### src/rtl/rr_mux_arbiter_8.sv
// Round-robin arbiter driving the select of a shared 8:1 mux; a requester may hold
// the path for at most MAX_HOLD consecutive cycles while others are waiting.
//
// state | meaning
// IDLE  | no grant, gnt/valid low, S and last hold their previous values
// GRANT | exactly one gnt bit set, S is its index, hold_cnt counts cycles held
module rr_mux_arbiter_8 #(
   parameter int MAX_HOLD = 4
) (
   input  logic       clk,
   input  logic       rst,
   input  logic [7:0] req,
   input  logic [7:0] I,
   output logic [7:0] gnt,
   output logic [2:0] S,
   output logic       valid,
   output logic       Y
);

   typedef enum logic {IDLE, GRANT} state_t;

   state_t     state, state_nxt;
   logic [2:0] last, last_nxt;
   logic [2:0] s_nxt;
   logic [3:0] hold_cnt, hold_nxt;
   logic [7:0] gnt_nxt;
   logic       valid_nxt;
   logic [2:0] winner;
   logic [7:0] others;

   function automatic logic [2:0] rr_pick(input logic [7:0] r, input logic [2:0] start);
      logic [2:0] idx;
      logic       found;
      rr_pick = start;
      found   = 1'b0;
      for (int k = 0; k < 8; k++) begin
         idx = start + 3'(k);
         if (!found && r[idx]) begin
            rr_pick = idx;
            found   = 1'b1;
         end
      end
   endfunction

   // last always equals S while granting, so one search start serves every case
   assign winner = rr_pick(req, last + 3'd1);
   assign others = req & ~(8'b1 << S);

   always_ff @(posedge clk or posedge rst) begin
      if (rst) begin
         state    <= IDLE;
         gnt      <= 8'd0;
         S        <= 3'd0;
         valid    <= 1'b0;
         hold_cnt <= 4'd0;
         last     <= 3'd7;
      end else begin
         state    <= state_nxt;
         gnt      <= gnt_nxt;
         S        <= s_nxt;
         valid    <= valid_nxt;
         hold_cnt <= hold_nxt;
         last     <= last_nxt;
      end
   end

   always_comb begin
      state_nxt = state;
      gnt_nxt   = gnt;
      s_nxt     = S;
      valid_nxt = valid;
      hold_nxt  = hold_cnt;
      last_nxt  = last;
      case (state)
         IDLE: begin
            if (|req) begin
               state_nxt = GRANT;
               s_nxt     = winner;
               last_nxt  = winner;
               gnt_nxt   = 8'b1 << winner;
               valid_nxt = 1'b1;
               hold_nxt  = 4'd1;
            end
         end
         GRANT: begin
            if (!req[S]) begin
               if (|req) begin
                  s_nxt     = winner;
                  last_nxt  = winner;
                  gnt_nxt   = 8'b1 << winner;
                  valid_nxt = 1'b1;
                  hold_nxt  = 4'd1;
               end else begin
                  state_nxt = IDLE;
                  gnt_nxt   = 8'd0;
                  valid_nxt = 1'b0;
                  hold_nxt  = 4'd0;
               end
            end else if (hold_cnt < 4'(MAX_HOLD)) begin
               hold_nxt = hold_cnt + 4'd1;
            end else if (|others) begin
               s_nxt     = winner;
               last_nxt  = winner;
               gnt_nxt   = 8'b1 << winner;
               valid_nxt = 1'b1;
               hold_nxt  = 4'd1;
            end
            // sole requester at MAX_HOLD keeps the grant with hold_cnt saturated
         end
         default: state_nxt = IDLE;
      endcase
   end

   always_comb begin
      Y = valid ? I[S] : 1'b0;
   end

endmodule

### config.mk
export PLATFORM = sky130hd
export DESIGN_NAME = rr_mux_arbiter_8
export DESIGN_NICKNAME = d
export VERILOG_FILES = /design/src/rtl/rr_mux_arbiter_8.sv
export SDC_FILE = /design/constraint.sdc
export NUM_CORES = 1
export LEC_CHECK = 0
export CORE_MARGIN = 4
export CORE_UTILIZATION = 50
export CTS_CLUSTER_DIAMETER = 50
export DETAILED_ROUTE_END_ITERATION = 8
export HOLD_SLACK_MARGIN = 0.08
export PLACE_DENSITY_LB_ADDON = 0.05
export SYNTH_ARGS = -nofsm -noshare
export SYNTH_HDL_FRONTEND = slang
export SYNTH_SLANG_ARGS = --single-unit
export TNS_END_PERCENT = 30
### constraint.sdc
create_clock -name clk -period 3.8 [get_ports clk]
set_input_delay 0.76 -clock clk [delete_from_list [all_inputs] [get_ports clk]]
set_output_delay 0.76 -clock clk [all_outputs]
set_load 0.02 [all_outputs]
==> results of run 1 <==
-- cells in the mapped netlist (3+ instances only) --
master and n:
sky130_fd_sc_hd__a21oi_1 12, sky130_fd_sc_hd__nand3_1 3, sky130_fd_sc_hd__a22oi_1 3, sky130_fd_sc_hd__nor2_1 13
sky130_fd_sc_hd__nor3_1 11, sky130_fd_sc_hd__ha_1 3, sky130_fd_sc_hd__o21ai_0 4, sky130_fd_sc_hd__dfstp_2 3
sky130_fd_sc_hd__mux2i_1 17, sky130_fd_sc_hd__nand2_1 11, sky130_fd_sc_hd__dfrtp_1 17, sky130_fd_sc_hd__inv_1 19
sky130_fd_sc_hd__a31oi_1 7, sky130_fd_sc_hd__a211oi_1 4, sky130_fd_sc_hd__o32ai_1 9, sky130_fd_sc_hd__xnor2_1 3
sky130_fd_sc_hd__clkbuf_1 5, sky130_fd_sc_hd__mux2_2 8, sky130_fd_sc_hd__mux4_2 12, sky130_fd_sc_hd__buf_4 3
-- cell usage in the layout (no fill, tap or decap), types with 2 or more instances in the layout --
| cell type | count |
|---|---|
| sky130_fd_sc_hd__nor3b_1 | 2 |
| sky130_fd_sc_hd__dfrtp_1 | 17 |
| sky130_fd_sc_hd__o21ai_0 | 4 |
| sky130_fd_sc_hd__xnor2_1 | 3 |
| sky130_fd_sc_hd__nor2b_1 | 2 |
| sky130_fd_sc_hd__mux4_2 | 12 |
| sky130_fd_sc_hd__a211oi_1 | 4 |
| sky130_fd_sc_hd__nand3_1 | 3 |
| sky130_fd_sc_hd__clkdlybuf4s50_1 | 30 |
| sky130_fd_sc_hd__ha_1 | 3 |
| sky130_fd_sc_hd__clkbuf_8 | 3 |
| sky130_fd_sc_hd__inv_1 | 19 |
| sky130_fd_sc_hd__o32ai_1 | 9 |
| sky130_fd_sc_hd__nor4_1 | 2 |
| sky130_fd_sc_hd__a31oi_1 | 7 |
| sky130_fd_sc_hd__a21oi_1 | 12 |
| sky130_fd_sc_hd__dfstp_2 | 3 |
| sky130_fd_sc_hd__mux2i_1 | 17 |
| sky130_fd_sc_hd__mux2_2 | 8 |
| sky130_fd_sc_hd__and2_1 | 2 |
| sky130_fd_sc_hd__a22oi_1 | 3 |
| sky130_fd_sc_hd__buf_4 | 6 |
| sky130_fd_sc_hd__nor3_1 | 11 |
| sky130_fd_sc_hd__nand2_1 | 11 |
| sky130_fd_sc_hd__nor2_1 | 13 |
| sky130_fd_sc_hd__o21a_1 | 2 |
-- kinds of logic (layout without fill, tap and decap cells) --
family,after synthesis,count (layout),share of synthesized area [%]
AO/OA/AOI/OAI,54,54,19.9
AND/OR/NAND/NOR,51,51,13.4
multiplexers,39,39,27.7
buffers and inverters,34,59,8.09
flip-flops,20,20,25.1
XOR/XNOR,6,6,4.05
adder cells (fa/ha/maj),3,3,1.87
-- sequential cells by signal, summed over array words and instances, names as in the netlist --
name,count
valid,1
last,3
hold_cnt,4
state,1
S,3
gnt,8
-- final cells by class --
type                       count  area, sq um
clock inverter                 1         30.0
multi-input combinational    153         1340
fill                         298         1380
sequential                    20          504
timing repair buffer          36          345
tap                           48         60.1
clock buffer                   3         41.3
inverter                      19         71.3
-- metal layers --
layer / global-route usage, % / vias to the layer above / part of all wire (%)
met3: 2.81 / 15 / 2.7
met2: 33.6 / 40 / 50
met1: 27.1 / 874 / 44
met5: 0 / - / 0
met4: 8.56 / 0 / 2.4
li1: - / 838 / -
-- worst min path at each step --
stage	startpoint	end	slack [ns]	cells past startpoint
4_1_cts	gnt[2]$_DFFE_PP0P_	gnt[2]$_DFFE_PP0P_	0.53	2
6_report	gnt[6]$_DFFE_PP0P_	gnt[6]$_DFFE_PP0P_	0.53	2
2_1_floorplan	state$_DFF_PP0_	valid$_DFFE_PP0P_	0.46	1
3_5_place_dp	gnt[6]$_DFFE_PP0P_	gnt[6]$_DFFE_PP0P_	0.51	2
5_1_grt	gnt[2]$_DFFE_PP0P_	gnt[2]$_DFFE_PP0P_	0.56	2
3_3_place_gp	gnt[5]$_DFFE_PP0P_	gnt[5]$_DFFE_PP0P_	0.51	2
-- per-stage QoR --
step                cells  util [%]  hold WS (ns)  instance area, sq um
floorplan             207         -         0.456                  2010
global placement      276      61.6         0.507                  2320
detailed placement    276      61.6         0.507                  2320
CTS                   280      63.5         0.531                  2400
global route          280      63.5         0.559                  2400
finish                280      63.5         0.526                  2400
-- worst min-delay path, delay by kind of cell, from the launching register on --
kind / cells / cell delay, ns
AOI/OAI and AO/OA: 1 / 0.06
buffers and inverters: 1 / 0.05
DFF: 1 / 0.38
==> run summary, run 1 <==
## Setup path
• Worst Path Max Fanout: 9
• critical path data required time: 3.96 ns
• worst setup path category: register to register
• Largest delay share family, worst path: compound AO/OA/AOI/OAI gates
• path length in cells of the critical path: 10
• type of element capturing the critical path: register
• slack of the worst reg-to-reg path: 0.38 ns
• destination of the critical timing path: gnt[5]$_DFFE_PP0P_
• number of buffer and inverter stages on the critical path: 2
• critical path arrival: 3.58 ns
• crit path launch type: register
• worst setup path startpoint: last[0]$_DFFE_PP1P_
• beginning of the worst register-to-register path: last[0]$_DFFE_PP1P_
• CP cell instances: inv_1, ha_1, buf_4, mux4_2, mux2_4, nand2b_4, o21ba_1, o32ai_2, xnor2_1, o32ai_1
• Slowest-stage cell, CP: sky130_fd_sc_hd__dfstp_2
• largest stage delay on the critical path: 0.55 ns
• length in cells of the worst reg-to-reg path: 10
• Reg2Reg Capture Point: gnt[5]$_DFFE_PP0P_

## Clocking
• CTS resizes: 0
• clock tree from TritonCTS: yes
• maximum buffer depth of the clock tree: 2
• clock tree sinks: 20
• level count of the clock H-tree: 1
• Clk Latency, worst-skew pair: 0.26 ns
• clock buffers created by TritonCTS: 3
• number of buffers inserted to repair setup after CTS: 0
• Clk pin slew, worst setup/hold paths: 0.07 ns
• clock tree root buffer cell: sky130_fd_sc_hd__clkbuf_8
• CTS Hold Buffers Added: 0

## Placed design
• post-detail-place hpwl: 3.84 mm
• post-placement worst setup slack: 0.158 ns
• RePlAce Congestion: 0.988
• number of port buffers: 30

## Global route
• global-route total usage across every layer: 20.5%
• number of global-route vias before repair: 1705
• first-pass GRT wire length: 8.41 mm
• sum of overflow across all layers after global routing: 0
• maximum number of pins on one net before global-route repair: 22
• antenna violations before repair: 0

## Die
• die outline area: 5100 sq um
• Placement Rows: 22
• Initial Utilization: 53.3%
• Die Y-Extent: 71.4 microns
• Core Footprint: 3770 sq um
• IO Pins: 31
• width of the chip: 71.4 microns

## Logic synthesis
• cell area after synthesis: 2010 sq um
• proportion of register bits with asynchronous set or reset after synthesis: 100%
• fraction of synthesized cell area taken by the top area cell type: 21.2%
• net count after synthesis: 228
• cell type with the highest aggregate area in the netlist: sky130_fd_sc_hd__dfrtp_1
• commonest register cell after synthesis: sky130_fd_sc_hd__dfrtp_1
• total of flip-flops plus latches after synthesis: 20
• Yosys warnings: 0
• number of enable flip-flop cells after synthesis: 0
• sequential element share of the synthesized area: 25.1%
• top area cells in the synthesized netlist: sky130_fd_sc_hd__dfrtp_1, sky130_fd_sc_hd__mux4_2, sky130_fd_sc_hd__mux2i_1, sky130_fd_sc_hd__mux2_2, sky130_fd_sc_hd__dfstp_2
• synthesized instance count: 207
• number of distinct library cells after synthesis: 53
• mean area per synthesized cell: 9.71 sq um

## Timing
• clock tree skew after final layout: 0.00378 ns
• Relative slew margins: 50.0%
• # setup viols final: 0
• pins over their slew limit: 0
• fmax: 292 MHz
• final number of hold-violating endpoints: 0
• worst slew pin tran: 0.750 ns
• RSZ-0062 raised after global routing: false
• fraction of the cycle the final worst path needs: 90.1%
• fin crit period: 3.42 ns
• setup_tns: 0 ns
• minimum setup slack in the final design: 0.378 ns

## Layout
• Ant. Diodes: 0
• area added between synthesis and finish: 19.2%
• net count reported at finish: 254
• share of cells above drive strength 1: 17.7%

## Routing
• number of vias after detailed routing: 1767
• WL per Instance: 17.7 microns
• remaining design rule violation count: 0
• number of detailed-routing iterations run before antenna repair: 4
• Final Routed Wirelength: 4.97 mm
• via density per instance: 6.31
• post-route antenna net violation count: 0
• Initial DRC Count: 139

## Job
• max capacitance violation total: 0

## Min path
• Hold/Removal Path Class: register to register

## Status
• run status: complete, no violations

Power of run 1 is not shown: default switching activity piles up to over one toggle a cycle in this logic, so the estimate is an artifact.
==> run 2: changes to the inputs <==
--- a/config.mk
+++ b/config.mk
@@ -5,6 +5,7 @@
 export SDC_FILE = /design/constraint.sdc
 export NUM_CORES = 1
 export LEC_CHECK = 0
+export CAP_MARGIN = 25
 export CORE_MARGIN = 4
 export CORE_UTILIZATION = 50
 export CTS_CLUSTER_DIAMETER = 50
==> results of run 2 <==
Final layout, timing and power as in run 1 (identical DEF).
Power of run 2 is left out for the same reason.
==> run 3: changes to the inputs <==
--- a/config.mk
+++ b/config.mk
@@ -8,7 +8,7 @@
 export CAP_MARGIN = 25
 export CORE_MARGIN = 4
 export CORE_UTILIZATION = 50
-export CTS_CLUSTER_DIAMETER = 50
+export CTS_CLUSTER_DIAMETER = 200
 export DETAILED_ROUTE_END_ITERATION = 8
 export HOLD_SLACK_MARGIN = 0.08
 export PLACE_DENSITY_LB_ADDON = 0.05
==> results of run 3 <==
Final layout, timing and power as in run 1 (identical DEF).
Power of run 3 is left out for the same reason.
